**config.mk**
```make
export PLATFORM = sky130hd
export DESIGN_NAME = control_seq
export DESIGN_NICKNAME = d
export VERILOG_FILES = /design/src/rtl/control_seq.sv
export SDC_FILE = /design/constraint.sdc
export NUM_CORES = 1
export LEC_CHECK = 0
export CAP_MARGIN = 20
export CORE_MARGIN = 5
export CORE_UTILIZATION = 29
export CTS_CLUSTER_SIZE = 30
export DETAILED_ROUTE_END_ITERATION = 7
export GPL_ROUTABILITY_DRIVEN = 0
export PLACE_DENSITY = 0.75
export SLEW_MARGIN = 5
export SYNTH_ARGS = -nofsm -noshare
export SYNTH_HDL_FRONTEND = slang
export SYNTH_SLANG_ARGS = --single-unit
```
**constraint.sdc**
```tcl
create_clock -name i_clk -period 1.77 [get_ports i_clk]
set_input_delay 0.354 -clock i_clk [delete_from_list [all_inputs] [get_ports i_clk]]
set_output_delay 0.354 -clock i_clk [all_outputs]
set_load 0.005 [all_outputs]
```
**src/rtl/control_seq.sv**
```systemverilog
// control_seq: microcode sequencer for the EDiC CPU core.
// Steps a micro-step counter, latches the fetched instruction, and forms the
// control-store address {flags, instruction, step}. Microprograms end on the
// EOM bit of the control word, a wait input stalls the sequencer, the all-ones
// opcode parks the core in HALT until resume, and running off the end of the
// step counter without EOM raises a one-cycle overflow pulse.

module control_seq #(
    parameter int INSTR_W = 8,
    parameter int STEP_W  = 3,
    parameter int FLAG_W  = 2,
    parameter int CTRL_W  = 16,
    parameter int IMM_LSB = 2,
    parameter int IMM_FW  = 3
) (
    input  logic                              i_clk,
    input  logic                              i_reset,
    input  logic [FLAG_W-1:0]                 i_flags,
    input  logic [INSTR_W-1:0]                i_instruction,
    input  logic                              i_wait,
    input  logic                              i_resume,
    output logic [FLAG_W+INSTR_W+STEP_W-1:0]  o_romAddr,
    input  logic [CTRL_W-1:0]                 i_romData,
    output logic [CTRL_W-3:0]                 o_ctrl,
    output logic [INSTR_W-1:0]                o_immediate,
    output logic                              o_ramReadDataSelect,
    output logic                              o_pcNOe,
    output logic                              o_hlt,
    output logic                              o_stepOverflow,
    output logic [STEP_W-1:0]                 o_step
);

    // Sequencer states; one bit kept as a plain constant pair.
    localparam logic [0:0] ST_RUN  = 1'b0;
    localparam logic [0:0] ST_HALT = 1'b1;

    // Named micro-steps. Steps 0 and 1 form the fixed fetch; execution
    // starts at step 2 and may run up to the all-ones step.
    localparam logic [STEP_W-1:0] STEP_FETCH = '0;
    localparam logic [STEP_W-1:0] STEP_LATCH = STEP_W'(1);
    localparam logic [STEP_W-1:0] STEP_EXEC  = STEP_W'(2);
    localparam logic [STEP_W-1:0] STEP_LAST  = '1;
    localparam logic [STEP_W-1:0] STEP_INC   = STEP_W'(1);

    // Architectural state.
    logic [0:0]         r_state;
    logic [STEP_W-1:0]  r_step;
    logic [INSTR_W-1:0] r_instruction;
    logic               r_stepOverflow;

    // Next-state values and decoded control-word fields.
    logic [0:0]         w_stateNext;
    logic [STEP_W-1:0]  w_stepNext;
    logic [INSTR_W-1:0] w_instrNext;
    logic               w_overflowNext;
    logic               w_eom;
    logic               w_nImmOut;
    logic               w_isHaltOpcode;
    logic               w_inHalt;
    logic [IMM_FW-1:0]  w_immField;

    // The two sequencing bits live in the low end of the control word and
    // are consumed here; the rest of the word goes out to the datapath.
    assign w_eom          = i_romData[1];
    assign w_nImmOut      = i_romData[0];
    assign w_isHaltOpcode = &r_instruction;
    assign w_inHalt       = (r_state == ST_HALT);
    assign w_immField     = r_instruction[IMM_LSB+IMM_FW-1:IMM_LSB];

    // Next-state decision. HALT only listens to resume. In RUN a wait holds
    // everything; otherwise the fetch steps always run, step 2 of the
    // all-ones opcode enters HALT with the step frozen, EOM ends the
    // microprogram, and the last step without EOM wraps and flags overflow.
    always_comb begin
        w_stateNext    = r_state;
        w_stepNext     = r_step;
        w_instrNext    = r_instruction;
        w_overflowNext = 1'b0;
        if (w_inHalt) begin
            if (i_resume) begin
                w_stateNext = ST_RUN;
                w_stepNext  = STEP_FETCH;
                w_instrNext = '0;
            end
        end else if (!i_wait) begin
            if (r_step == STEP_FETCH) begin
                w_stepNext = STEP_LATCH;
            end else if (r_step == STEP_LATCH) begin
                w_stepNext  = STEP_EXEC;
                w_instrNext = i_instruction;
            end else if (r_step == STEP_EXEC && w_isHaltOpcode) begin
                w_stateNext = ST_HALT;
            end else if (w_eom) begin
                w_stepNext = STEP_FETCH;
            end else if (r_step == STEP_LAST) begin
                w_stepNext     = STEP_FETCH;
                w_overflowNext = 1'b1;
            end else begin
                w_stepNext = r_step + STEP_INC;
            end
        end
    end

    // State registers with synchronous reset that overrides wait and resume.
    always_ff @(posedge i_clk) begin
        if (i_reset) begin
            r_state        <= ST_RUN;
            r_step         <= STEP_FETCH;
            r_instruction  <= '0;
            r_stepOverflow <= 1'b0;
        end else begin
            r_state        <= w_stateNext;
            r_step         <= w_stepNext;
            r_instruction  <= w_instrNext;
            r_stepOverflow <= w_overflowNext;
        end
    end

    // Flags feed the ROM address combinationally so conditional microcode
    // sees them in the same cycle.
    assign o_romAddr = {i_flags, r_instruction, r_step};

    // In HALT every datapath control line is quiet, including the immediate.
    assign o_ctrl      = w_inHalt ? '0 : i_romData[CTRL_W-1:2];
    assign o_immediate = (!w_inHalt && !w_nImmOut) ? INSTR_W'(w_immField) : '0;

    // Fetch-phase bus steering derived directly from the step counter.
    assign o_pcNOe             = (r_step != STEP_FETCH);
    assign o_ramReadDataSelect = (r_step == STEP_LATCH);

    assign o_hlt          = w_inHalt;
    assign o_stepOverflow = r_stepOverflow;
    assign o_step         = r_step;

endmodule

```
### Word-level counts from Yosys, hierarchy flattened

Cells that the tools add are included.

| word-level totals | value |
|---|---|
| flip-flop bits (word level) | 13 |
| latch bits | 0 |
| bits in writable memories | 0 |
| memory bits (read-only) | 0 |
| output and inout bits | 42 |
| memories kept | 0 |

| cells by class | value |
|---|---|
| $add $sub $neg | 1 |
| multipliers | 0 |
| divide/modulo/power cells | 0 |
| magnitude comparators | 0 |
| equal/unequal tests | 7 |
| shift operators | 0 |
| muxes and demuxes | 22 |
| bitwise gates (word level) | 0 |
| reductions and logical operators | 11 |

Operators by type and width:

| kind | count |
|---|---|
| 8-bit 2-to-1 mux | 5 |
| 3-bit 2-to-1 mux | 9 |
| 14-bit 2-to-1 mux | 1 |
| 8-bit AND reduction | 1 |
| 1-bit 2-to-1 mux | 7 |
| 7-bit OR reduction | 1 |
| 2-bit inequality test, second input constant | 2 |
| 4-bit inequality test, second input constant | 1 |
| 4-bit AND reduction | 1 |
| 3-bit by 1-bit adder with 3-bit output, second input constant | 1 |
| 3-bit by 1-bit == test with 1-bit output, second input constant | 1 |
| 3-bit by 2-bit == test with 1-bit output, second input constant | 1 |
| 3-bit == test, second input constant | 1 |
| 3-bit logical NOT | 1 |
| 3-bit AND reduction | 1 |
| 3-bit nonzero test | 1 |
| 1-bit logical AND | 2 |
| 1-bit logical NOT | 2 |
| 2-bit by 1-bit inequality test with 1-bit output, second input constant | 1 |
| 2-bit nonzero test | 1 |

### Logic depth before layout (Yosys ltp)

| logic depth | value |
|---|---|
| depth in word-level cells | 8 |
| depth in mapped cells | 7 |
| mapped depth without buffers | 7 |

### Worst setup path before layout

OpenSTA, ideal clock, no wires.

| timing | value |
|---|---|
| kind | register to register |
| start point | register r_step[0], in the netlist o_step[0] |
| end point | register r_step[1], in the netlist o_step[1] |
| arrival time | 1656 ps |
| required time | 1683 ps |
| path slack | 27 ps |
| stages on the path, launching flop included | 7 |
| path through | dfxtp_1 > inv_1 > ha_1 > or3_1 > nor4_4 > nor2_1 > o31ai_1 |

| between the ends | value |
|---|---|
| word-level cells in the longest chain between the ends | 8 |
| elaborated cells on any way between the ends | 15 |
| those cells by class | add/sub (1); eq/ne (4); mux (7); reduce/logical (3) |

Ends and longest elaborated chain:

| item | RTL line | RTL |
|---|---|---|
| start: declaration | 47 | `logic [STEP_W-1:0] r_step;` |
| start signal: assignment | 113 | `r_step <= w_stepNext;` |
| 3-bit by 1-bit adder with 3-bit output or 3-bit == test (tied branches) | 99, 95 |  |
| 3-bit 2-to-1 mux | 95 | `end else if (r_step == STEP_LAST) begin` |
| 3-bit 2-to-1 mux | 93 | `end else if (w_eom) begin` |
| 3-bit 2-to-1 mux | 91 | `end else if (r_step == STEP_EXEC && w_isHaltOpcode) begin` |
| 3-bit 2-to-1 mux | 88 | `end else if (r_step == STEP_LATCH) begin` |
| 3-bit 2-to-1 mux | 86 | `if (r_step == STEP_FETCH) begin` |
| 3-bit 2-to-1 mux | 85 | `end else if (!i_wait) begin` |
| 3-bit 2-to-1 mux | 79 | `if (w_inHalt) begin` |

Parallel ways exist; a longest one is shown, timed or not. The select of a mux whose other input is x is not followed.
A chain may end at the register's enable or synchronous reset.

### Worst setup path in the final report

| timing | value |
|---|---|
| start point | register r_step[0], in the netlist o_step[0] |
| end point | register r_step[0], in the netlist o_step[0] |

Same word-level chain as after synthesis.

==> flow_summary.ini <==
[run_status]
status = completed

[clock_tree]
clk_latency_ns = 0.27
numClockSinks = 13
postCtsSetupBuffers = 0
numCtsBuffers = 3
cts_buffer_depth = 2
htreeDepth = 1
cts_tree = done
root_buffer = clkbuf_4
path_clk_slew_ns = 0.08

[cells_and_area]
final_util_pct = 54.6
drive_above_1_share_pct = 18.5
syn_to_final_growth_pct = 83.7
diodes = 0
fin_cells = 217
final_nets = 220
final_common_cell = clkdlybuf4s50_1
layout_common_cells = 43 x clkdlybuf4s50_1, 19 x dlygate4sd2_1, 15 x nor2b_1

[die]
core_area_um2 = 3000
boundaryPins = 72
dieArea_um2 = 4290
die_x_um = 65.5
start_util_pct = 29.7
rows = 20
die_h_um = 65.5

[setup_path]
crit_slowest_cell = or4_4
cp_num_cells = 7
required_ns = 1.97
crit_chain = buf_4 -> ha_2 -> nand2b_4 -> inv_2 -> o41a_1 -> or4_4 -> a21oi_2
cp_max_fo = 5
path_class = flip-flop to flip-flop
critical_path.startpoint_type = flip-flop
arrival_ns = 1.93
worst-path-buf-inv = 2
cp-end-kind = flip-flop
worstRegToRegCells = 7
critical-path-top-delay-family = simple AND/OR/NAND/NOR gates
slowest_delay_ns = 0.42

[sta]
post-route-period-util_pct = 97.6
setup_slack_ns = 0.0426
skew_ns = 0.00267
rsz0062_at_grt = yes
setup_tns_ns = 0
min_period_ns = 1.73
hold_viol = 0
setup_violations = 0
hold_slack_ns = 0.477
maxSlewViolCount = 0
fmax_mhz = 579

[drt]
routed_via_density = 4.62
dr.pass1.iters = 4
drt.antenna.violating_nets = 0
vias = 1002
drc = 0
wl_per_cell_um = 12.9
routed_wl_um = 2800
drtIter0Drc = 24

[logic_synthesis]
synth_area_um2 = 892
async_flop_share_pct = 0
yosysSeqAreaShare_pct = 29.2
yosysWarnings = 0
synthCells = 112
syn_avg_cell_area_um2 = 7.97
yosysUniqueCellTypes = 30
ys_ff_latch = 13
synth_edf_count = 0
synthFlopType = dfxtp_1

[hold_path]
hold_class = flip-flop to flip-flop
min_path_cells = 2

[global_routing]
antenna_found_initial = 0
grt_max_degree = 17
grt_pass1_vias = 1046
overflow = 0
grt_util_all_layers_pct = 13.3
grt_pass1_wl_um = 4630

[power]
ir_drop_mv = 0.381
power_density_nw_per_um2 = 422
p_leak_uw = 0.000687

[placed_design]
post-place-cells = 213
io_buffers = 62
dp_hpwl_um = 2360
place_ws_ns = -0.135

[flow_run]
cap_violations = 0
## stage by stage
stage	area [µm²]	power, µW
after global routing	1640	729
after detailed placement	1600	529
final	1640	691
after global placement	1600	523
after CTS	1620	694
after floorplan	907	387
## metal layers
layer  up-vias  global-route usage (%)  routed length, µm
met5         -                       0                  0
met4         0                   0.777                  0
met3         0                    3.25                136
met2        29                    25.5               1460
met1       458                    15.4               1210
li1        515                       -                  -
## final timing paths
path                         start               end  slack, ns
setup / recovery         o_step[0]         o_step[0]       0.04
hold / removal    r_instruction[0]  r_instruction[0]       0.48
setup reg to reg         o_step[0]         o_step[0]       0.04
hold reg to reg   r_instruction[0]  r_instruction[0]       0.48
## flip-flops by register name, indices dropped and copies added (netlist names)
name,flops
o_hlt,1
o_step,3
o_stepOverflow,1
r_instruction,8
## power by group
group	switching, µW	internal, µW	total (µW)	leakage [µW]
clock	93.7	87.0	181	0.0000150
sequential	6.02	297	303	0.000107
combinational	72.2	136	208	0.000564
total	172	519	691	0.000687
## what timing repair did
item,in CTS,in global routing
hold buffers,0,0
setup endpoints to repair,23,4
pin swaps,1,1
resized for setup,29,6
## worst register-to-register path, cell delays in order, from the launching register on
cell,delay [ns]
dfxtp_4,0.37
buf_4,0.13
ha_2,0.20
nand2b_4,0.07
inv_2,0.04
o41a_1,0.32
or4_4,0.42
a21oi_2,0.11
## final cells by class
type | instances | area [µm²]
fill | 289 | 1360
timing repair buffer | 77 | 717
multi-input combinational | 86 | 571
sequential | 13 | 269
tap | 33 | 41.3
clock buffer | 4 | 26.3
inverter | 4 | 15.0
## cells in the mapped netlist (3+ instances only)
master | instances | share of area [%]
buf_4 | 10 | 8.4
ha_1 | 5 | 7.0
nand2_1 | 11 | 4.6
nand3_1 | 8 | 4.5
inv_1 | 3 | 1.3
clkbuf_1 | 3 | 1.3
a21oi_1 | 11 | 6.2
or4_1 | 3 | 2.5
dfxtp_1 | 13 | 29
and2_1 | 3 | 2.1
nor2b_1 | 15 | 11
nor2_1 | 6 | 2.5
## cells by family after synthesis
family,after synthesis,synth area share [%]
and+or+nand+nor,57,37.0
AOI/OAI and AO/OA,18,13.9
buffers and inverters,17,11.4
DFF,13,29.2
adders and majority gates,5,7.01
muxes,1,1.12
other,1,0.420
Note: power is estimated with default switching activity, not from simulation.
